File: src/rtl/hsv2rgb.sv
// Four-stage pipelined HSV to RGB converter, 8 bits per channel.
// Hue 0..255 covers one full turn. Sideband flags travel with the data.
module hsv2rgb #(
  parameter bit         FIXED_SV  = 1'b0,
  parameter logic [7:0] SAT_CONST = 8'd255,
  parameter logic [7:0] VAL_CONST = 8'd255
) (
  input  logic       clock,
  input  logic       reset_n,
  input  logic       in_valid,
  input  logic [7:0] in_hue,
  input  logic [7:0] in_sat,
  input  logic [7:0] in_val,
  input  logic       in_visual,
  input  logic       in_done,
  output logic       out_valid,
  output logic [7:0] out_red,
  output logic [7:0] out_green,
  output logic [7:0] out_blue,
  output logic       out_visual,
  output logic       out_done
);

  // Sideband packing used in every stage: {valid, visual, done}
  logic [2:0]  s1_side_r, s2_side_r, s3_side_r;

  logic [10:0] h6_s;
  logic [7:0]  sat_s, val_s;
  logic [10:0] s1_h6_r;
  logic [7:0]  s1_sat_r, s1_val_r;

  logic [7:0]  f_s;
  logic [8:0]  nf_s, a_s, b_s, c_s;
  logic [8:0]  s2_a_r, s2_b_r, s2_c_r;
  logic [7:0]  s2_val_r;
  logic [2:0]  s2_sector_r;

  logic [7:0]  p_s, q_s, t_s;
  logic [7:0]  s3_p_r, s3_q_r, s3_t_r, s3_val_r;
  logic [2:0]  s3_sector_r;

  logic [7:0]  red_s, green_s, blue_s;

  // Stage 1 combinational: hue*6 as shift-add, saturation/value source select
  always_comb begin
    h6_s = {1'b0, in_hue, 2'b00} + {2'b00, in_hue, 1'b0};
    if (FIXED_SV) begin
      sat_s = SAT_CONST;
      val_s = VAL_CONST;
    end else begin
      sat_s = in_sat;
      val_s = in_val;
    end
  end

  // Stage 2 combinational: fractional position in sector and the three scale factors
  always_comb begin
    f_s  = s1_h6_r[7:0];
    nf_s = 9'd256 - {1'b0, f_s};
    a_s  = 9'd256 - {1'b0, s1_sat_r};
    b_s  = 9'd256 - 9'((16'(s1_sat_r) * 16'(f_s)) >> 8);
    c_s  = 9'd256 - 9'((17'(s1_sat_r) * 17'(nf_s)) >> 8);
  end

  // Stage 3 combinational: scale V by each factor; factors never exceed 256 so results fit 8 bits
  always_comb begin
    p_s = 8'((17'(s2_val_r) * 17'(s2_a_r)) >> 8);
    q_s = 8'((17'(s2_val_r) * 17'(s2_b_r)) >> 8);
    t_s = 8'((17'(s2_val_r) * 17'(s2_c_r)) >> 8);
  end

  // Stage 4 combinational: route V/p/q/t to RGB by sector
  always_comb begin
    red_s   = 8'd0;
    green_s = 8'd0;
    blue_s  = 8'd0;
    case (s3_sector_r)
      3'd0: begin red_s = s3_val_r; green_s = s3_t_r;   blue_s = s3_p_r;   end
      3'd1: begin red_s = s3_q_r;   green_s = s3_val_r; blue_s = s3_p_r;   end
      3'd2: begin red_s = s3_p_r;   green_s = s3_val_r; blue_s = s3_t_r;   end
      3'd3: begin red_s = s3_p_r;   green_s = s3_q_r;   blue_s = s3_val_r; end
      3'd4: begin red_s = s3_t_r;   green_s = s3_p_r;   blue_s = s3_val_r; end
      3'd5: begin red_s = s3_val_r; green_s = s3_p_r;   blue_s = s3_q_r;   end
      default: begin red_s = 8'd0; green_s = 8'd0; blue_s = 8'd0; end
    endcase
  end

  // Pipeline registers; reset clears every stage so no flushed pixel or done pulse survives
  always_ff @(posedge clock or negedge reset_n) begin
    if (!reset_n) begin
      s1_side_r   <= 3'b000;
      s1_h6_r     <= 11'd0;
      s1_sat_r    <= 8'd0;
      s1_val_r    <= 8'd0;
      s2_side_r   <= 3'b000;
      s2_a_r      <= 9'd0;
      s2_b_r      <= 9'd0;
      s2_c_r      <= 9'd0;
      s2_val_r    <= 8'd0;
      s2_sector_r <= 3'd0;
      s3_side_r   <= 3'b000;
      s3_p_r      <= 8'd0;
      s3_q_r      <= 8'd0;
      s3_t_r      <= 8'd0;
      s3_val_r    <= 8'd0;
      s3_sector_r <= 3'd0;
      out_valid   <= 1'b0;
      out_visual  <= 1'b0;
      out_done    <= 1'b0;
      out_red     <= 8'd0;
      out_green   <= 8'd0;
      out_blue    <= 8'd0;
    end else begin
      s1_side_r   <= {in_valid, in_visual, in_done};
      s1_h6_r     <= h6_s;
      s1_sat_r    <= sat_s;
      s1_val_r    <= val_s;
      s2_side_r   <= s1_side_r;
      s2_a_r      <= a_s;
      s2_b_r      <= b_s;
      s2_c_r      <= c_s;
      s2_val_r    <= s1_val_r;
      s2_sector_r <= s1_h6_r[10:8];
      s3_side_r   <= s2_side_r;
      s3_p_r      <= p_s;
      s3_q_r      <= q_s;
      s3_t_r      <= t_s;
      s3_val_r    <= s2_val_r;
      s3_sector_r <= s2_sector_r;
      out_valid   <= s3_side_r[2];
      out_visual  <= s3_side_r[1];
      out_done    <= s3_side_r[0];
      out_red     <= red_s;
      out_green   <= green_s;
      out_blue    <= blue_s;
    end
  end

endmodule

File: config.mk
export PLATFORM = sky130hd
export DESIGN_NAME = hsv2rgb
export DESIGN_NICKNAME = d
export VERILOG_FILES = /design/src/rtl/hsv2rgb.sv
export SDC_FILE = /design/constraint.sdc
export NUM_CORES = 1
export LEC_CHECK = 0
export BUFFER_PORTS_ARGS = -buffer_cell sky130_fd_sc_hd__buf_4
export CAP_MARGIN = 10
export CORE_MARGIN = 10
export CORE_UTILIZATION = 25
export DETAILED_ROUTE_END_ITERATION = 8
export PLACE_DENSITY = 0.5
export SLEW_MARGIN = 20
export SYNTH_ARGS = -nofsm -noshare
export SYNTH_HDL_FRONTEND = slang
export SYNTH_SLANG_ARGS = --single-unit
File: constraint.sdc
create_clock -name clock -period 7.6 [get_ports clock]
set_input_delay 1.52 -clock clock [delete_from_list [all_inputs] [get_ports clock]]
set_output_delay 1.52 -clock clock [all_outputs]
set_load 0.01 [all_outputs]
After elaboration in Yosys (flattened, before gate mapping)

Index checks and enable logic that the tools add are counted.

Add/subtract/negate cells: 5
Multiply operators: 5
Equality and inequality tests: 5
Mux-type cells: 3
Reductions and logical operators: 7

Operators by type and width:

| cell                                                                  | count |
|---|---|
| 8-bit case mux with 4 select lines                                    | 3 |
| 8-bit by 9-bit multiplier with 16-bit output                          | 3 |
| 9-bit by 8-bit subtractor with 9-bit output, first input constant     | 3 |
| 8-bit by 9-bit multiplier with 17-bit output                          | 1 |
| 8-bit by 8-bit multiplier with 16-bit output                          | 1 |
| 2-bit OR reduction                                                    | 6 |
| 10-bit by 9-bit adder with 11-bit output                              | 1 |
| 9-bit subtractor, first input constant                                | 1 |
| 3-bit by 2-bit equality test with 1-bit output, second input constant | 2 |
| 3-bit equality test, second input constant                            | 2 |
| 3-bit by 1-bit equality test with 1-bit output, second input constant | 1 |
| 3-bit logical NOT                                                     | 1 |

Bits in registers: 136
Input bits: 29
Output and inout bits: 27
Logic and storage cells: 47

Longest topological paths before layout

Depth after elaboration: 3
Gate-level depth with buffers: 23
Depth with buffers taken out: 22

Least setup slack after synthesis

Ideal clock, no wire load.

Path kind: flip-flop to flip-flop
From: reg s1_h6_r[2]
To: reg s2_c_r[8]
Library setup time: 134 ps
Data arrival time: 5326 ps
Required time: 7466 ps
Path slack: 2141 ps
Stages on the path, launching flop included: 23
Buffers on the path: 1
Period minus slack after synthesis: 5459 ps
Path through: dfrtp_1 buf_2 inv_1 ha_1 nand2_1 nor3_1 xnor2_1 and2_1 fa_1 fa_1 fa_1 inv_1 fa_1 inv_1 ha_1 a21o_1 a21oi_1 nor2_1 o31a_1 o31a_1 a211o_1 nor2_2 xnor3_1

Longest elaborated chain between the ends: 3

Ends and longest elaborated chain:

| what                                         | line | source |
|---|---|---|
| start, declared                              | 29   | `logic [10:0] s1_h6_r;` |
| start signal, assigned                       | 115  | `s1_h6_r <= h6_s;` |
| 9-bit by 8-bit subtractor with 9-bit output  | 59   | `nf_s = 9'd256 - {1'b0, f_s};` |
| 8-bit by 9-bit multiplier with 17-bit output | 62   | `c_s = 9'd256 - 9'((17'(s1_sat_r) * 17'(nf_s)) >> 8);` |
| 9-bit subtractor                             | 62   |  |
| via c_s[8]                                   | 33   | `logic [8:0] nf_s, a_s, b_s, c_s;` |
| end signal, assigned                         | 121  | `s2_c_r <= c_s;` |
| end, declared                                | 34   | `logic [8:0] s2_a_r, s2_b_r, s2_c_r;` |

The timed path passes the listed nets, and every way through them passes these cells.

Worst setup path in the final report

From: reg s1_h6_r[3]
To: reg s2_c_r[8]

The elaborated chain is that of the path after synthesis.

==> flow_summary_export.csv <==
group,metric,value,unit
run_status,status,"completed",
logic_synthesis,synth-edff-count,0,
critical_path,end_kind,"flop",
logic_synthesis,avgSynthCellArea,9.758,sq um
route,met3_length,1.226,mm
clocking,htree_levels,4,
job,cap_viol_max_count,0,
route,drtAntennaViolNets,0,
clocking,cts_made_buffers,17,
sta,rsz0062_at_grt,"no",
placed_design,dp.final_hpwl,26.02,mm
critical_path,reg2reg_slack,1.51,ns
clocking,holdBufCountCts,0,
critical_path,max_stage_delay,0.84,ns
logic_synthesis,synth_top_cell_by_area,"fa_1",
logic_synthesis,synth_seq_cells,135,
critical_path,r2r-start,"s1_h6_r[3]",
logic_synthesis,ys_warn_count,0,
sta,tightestPinTransition,1.091,ns
global_routing,grt_use_total,10.07,%
layout,nets,1943,
route,route.met2.wl,15.29,mm
sta,finalHoldViolCount,0,
placed_design,place.gp.congestion,0.7968,
sta,max_freq,0.1641,GHz
critical_path,critPathMaxFanout,11,
critical_path,ff2ff_path_depth,19,
sta,slew_headroom,26.57,%
layout,n_fill_cell,6136,
route,drc,0,
clocking,post_cts_buffers,0,
route,wirelength,33.05,mm
critical_path,start_kind,"flop",
placed_design,io_buffers,55,
critical_path,cp.depth,19,
clocking,root_buffer,"clkbuf_16",
die,io_pins,56,
critical_path,crit_family,"adder cells",
critical_path,cp.required,7.94,ns
critical_path,reg2reg_to,"s2_c_r[8]",
layout,syn2layout_area_growth,12.61,%
die,core,58910,sq um
critical_path,crit_top_cell,"fa_1",
clocking,cts_buffer_depth,2,
die,die-width,263.5,microns
global_routing,grt-ovfl-total,0,
route,vias_per_cell,4.235,
critical_path,slowest_stage,"nor4_1",
critical_path,critPathKind,"reg -> reg",
clocking,cts_tree,"built",
global_routing,grt_pass1_wl,56.70,mm
critical_path,startpoint,"s1_h6_r[3]",
layout,drive_gt1_share,7.982,%
critical_path,crit_buf_inv,2,
global_routing,grt_max_degree,70,
sta,min_period,6.092,ns
logic_synthesis,synth-seq-area-share,22.79,%
sta,setup_viol,0,
logic_synthesis,syn_nets,1909,
layout,num_antenna_cells,0,
die,start_util,25.16,%
sta,fin_setup_tns,0,ns
global_routing,grt_pass1_vias,10878,
route,m1WireLength,16.03,mm
logic_synthesis,syn_area,14820,sq um
logic_synthesis,synth-main-ff-cell,"dfrtp_1",
critical_path,worstPathCellList,"nor2_1, nand3_1, nor4_1, and2_1, fa_1, fa_1, fa_1, inv_1, fa_1, inv_1, ha_1, and3_1, nand2_1, o21ai_1, a21oi_1, o31a_1, a211o_1, nor2_2, xnor3_1",
clocking,cts.sinks,135,
logic_synthesis,synth_top_area_share,24.99,%
logic_synthesis,netlist_instances,1519,
route,drtPass1Iterations,5,
die,rows,89,
hold_path,hold_path.class,"reg -> reg",
logic_synthesis,async_flop_share,100.0,%
route,num_vias,9906,
clocking,cts_resized,0,
sta,drv_slew,0,
die,die_y,263.5,microns
logic_synthesis,synth_cell_types,60,
sta,min_period_over_period,80.16,%
route,wire_per_inst,14.13,microns
critical_path,crit_path_end,"s2_c_r[8]",
logic_synthesis,synthMostInstantiatedCell,"inv_1",
die,dieArea,69430,sq um
clocking,clkSlewWorstSetupHoldPaths,0.06,ns
route,drtIter0Drc,322,
logic_synthesis,synth_common_cells,"240 x inv_1, 185 x fa_1, 176 x ha_1, 167 x and2_1, 165 x nand2_1",
critical_path,cp.arrival,6.43,ns
sta,finalClockSkew,0.008856,ns
global_routing,antenna_found_initial,0,
logic_synthesis,yosys-top-cells-area,"fa_1 25%, dfrtp_1 23%, ha_1 15%, and2_1 7.0%, inv_1 6.1%",
route,top_layer,"met4",
clocking,clkLatencyLatePin,0.47,ns
-- placed cells by master (no fill, tap or decap), drive strengths merged, types with 6 or more instances in the layout --
cell and instances:
inv 242, fa 185, ha 176, and2 172, nand2 165, dfrtp 135
buf 65, nor2 57, xnor2 52, a21oi 40, o21ai 38, nor2b 26
mux2i 26, clkbuf 21, xor2 19, nor3 15, nand3 13, o31a 11
mux2 10, and3 10, a21o 8, o21bai 7, or3 6, nor4 6
o211ai 6
-- worst min path at each step --
stage                 start            to  slack [ns]  cells past startpoint
2_1_floorplan  s3_side_r[0]      out_done        0.33                      0
3_3_place_gp   s2_side_r[0]  s3_side_r[0]        0.33                      0
3_5_place_dp   s3_side_r[2]     out_valid        0.33                      0
4_1_cts        s3_side_r[2]     out_valid        0.35                      0
5_1_grt        s3_side_r[0]      out_done        0.35                      0
6_report       s1_side_r[2]  s2_side_r[2]        0.35                      0
-- per-stage QoR --
step / utilization (%) / area [sq um] / setup slack (ns) / instances / hold WS [ns]
after CTS: 28.33 / 16690 / 1.454 / 2339 / 0.3490
after floorplan: - / 14820 / 2.141 / 1519 / 0.3312
after global placement: 27.31 / 16090 / 1.730 / 2307 / 0.3316
after detailed placement: 27.31 / 16090 / 1.500 / 2307 / 0.3347
after global routing: 28.34 / 16690 / 1.030 / 2339 / 0.3536
final: 28.34 / 16690 / 1.508 / 2339 / 0.3467
-- registers in the layout (all words and copies together), names as in the netlist, 3 cells and up --
name / cells
s3_val_r: 8
s2_a_r: 9
s3_t_r: 8
s1_h6_r: 10
s2_b_r: 9
s3_sector_r: 3
out_blue: 8
s1_sat_r: 8
s2_sector_r: 3
s3_q_r: 8
s2_val_r: 8
out_green: 8
out_red: 8
s1_val_r: 8
s2_c_r: 9
s1_side_r: 3
s2_side_r: 3
s3_side_r: 3
s3_p_r: 8
-- kinds of logic after synthesis --
family,synth area share (%)
buffers and inverters,7.369
adders and majority gates,39.84
xor gates and xnor gates,4.347
AOI/OAI and AO/OA,6.103
muxes,2.693
DFF,22.79
and+or+nand+nor,16.86
-- per-layer routing --
metal	up-vias	track usage [%]
li1	4847	-
met1	4906	12.74
met2	120	16.59
met3	33	2.370
met4	0	3.293
met5	-	0
-- area by class of cell --
class | count | area [sq um] | area share, %
Timing Repair Buffer | 65 | 491.7 | 2.946
Multi-Input combinational cell | 1094 | 10350 | 62.02
Sequential cell | 135 | 3379 | 20.25
Inverter | 240 | 900.9 | 5.397
Clock inverter | 11 | 120.1 | 0.7196
Clock buffer | 21 | 480.5 | 2.878
Tap cell | 773 | 967.2 | 5.794
Power is left out: the tool's default activity adds up to more than one toggle a clock period on the data nets, which glitch-free logic cannot reach.
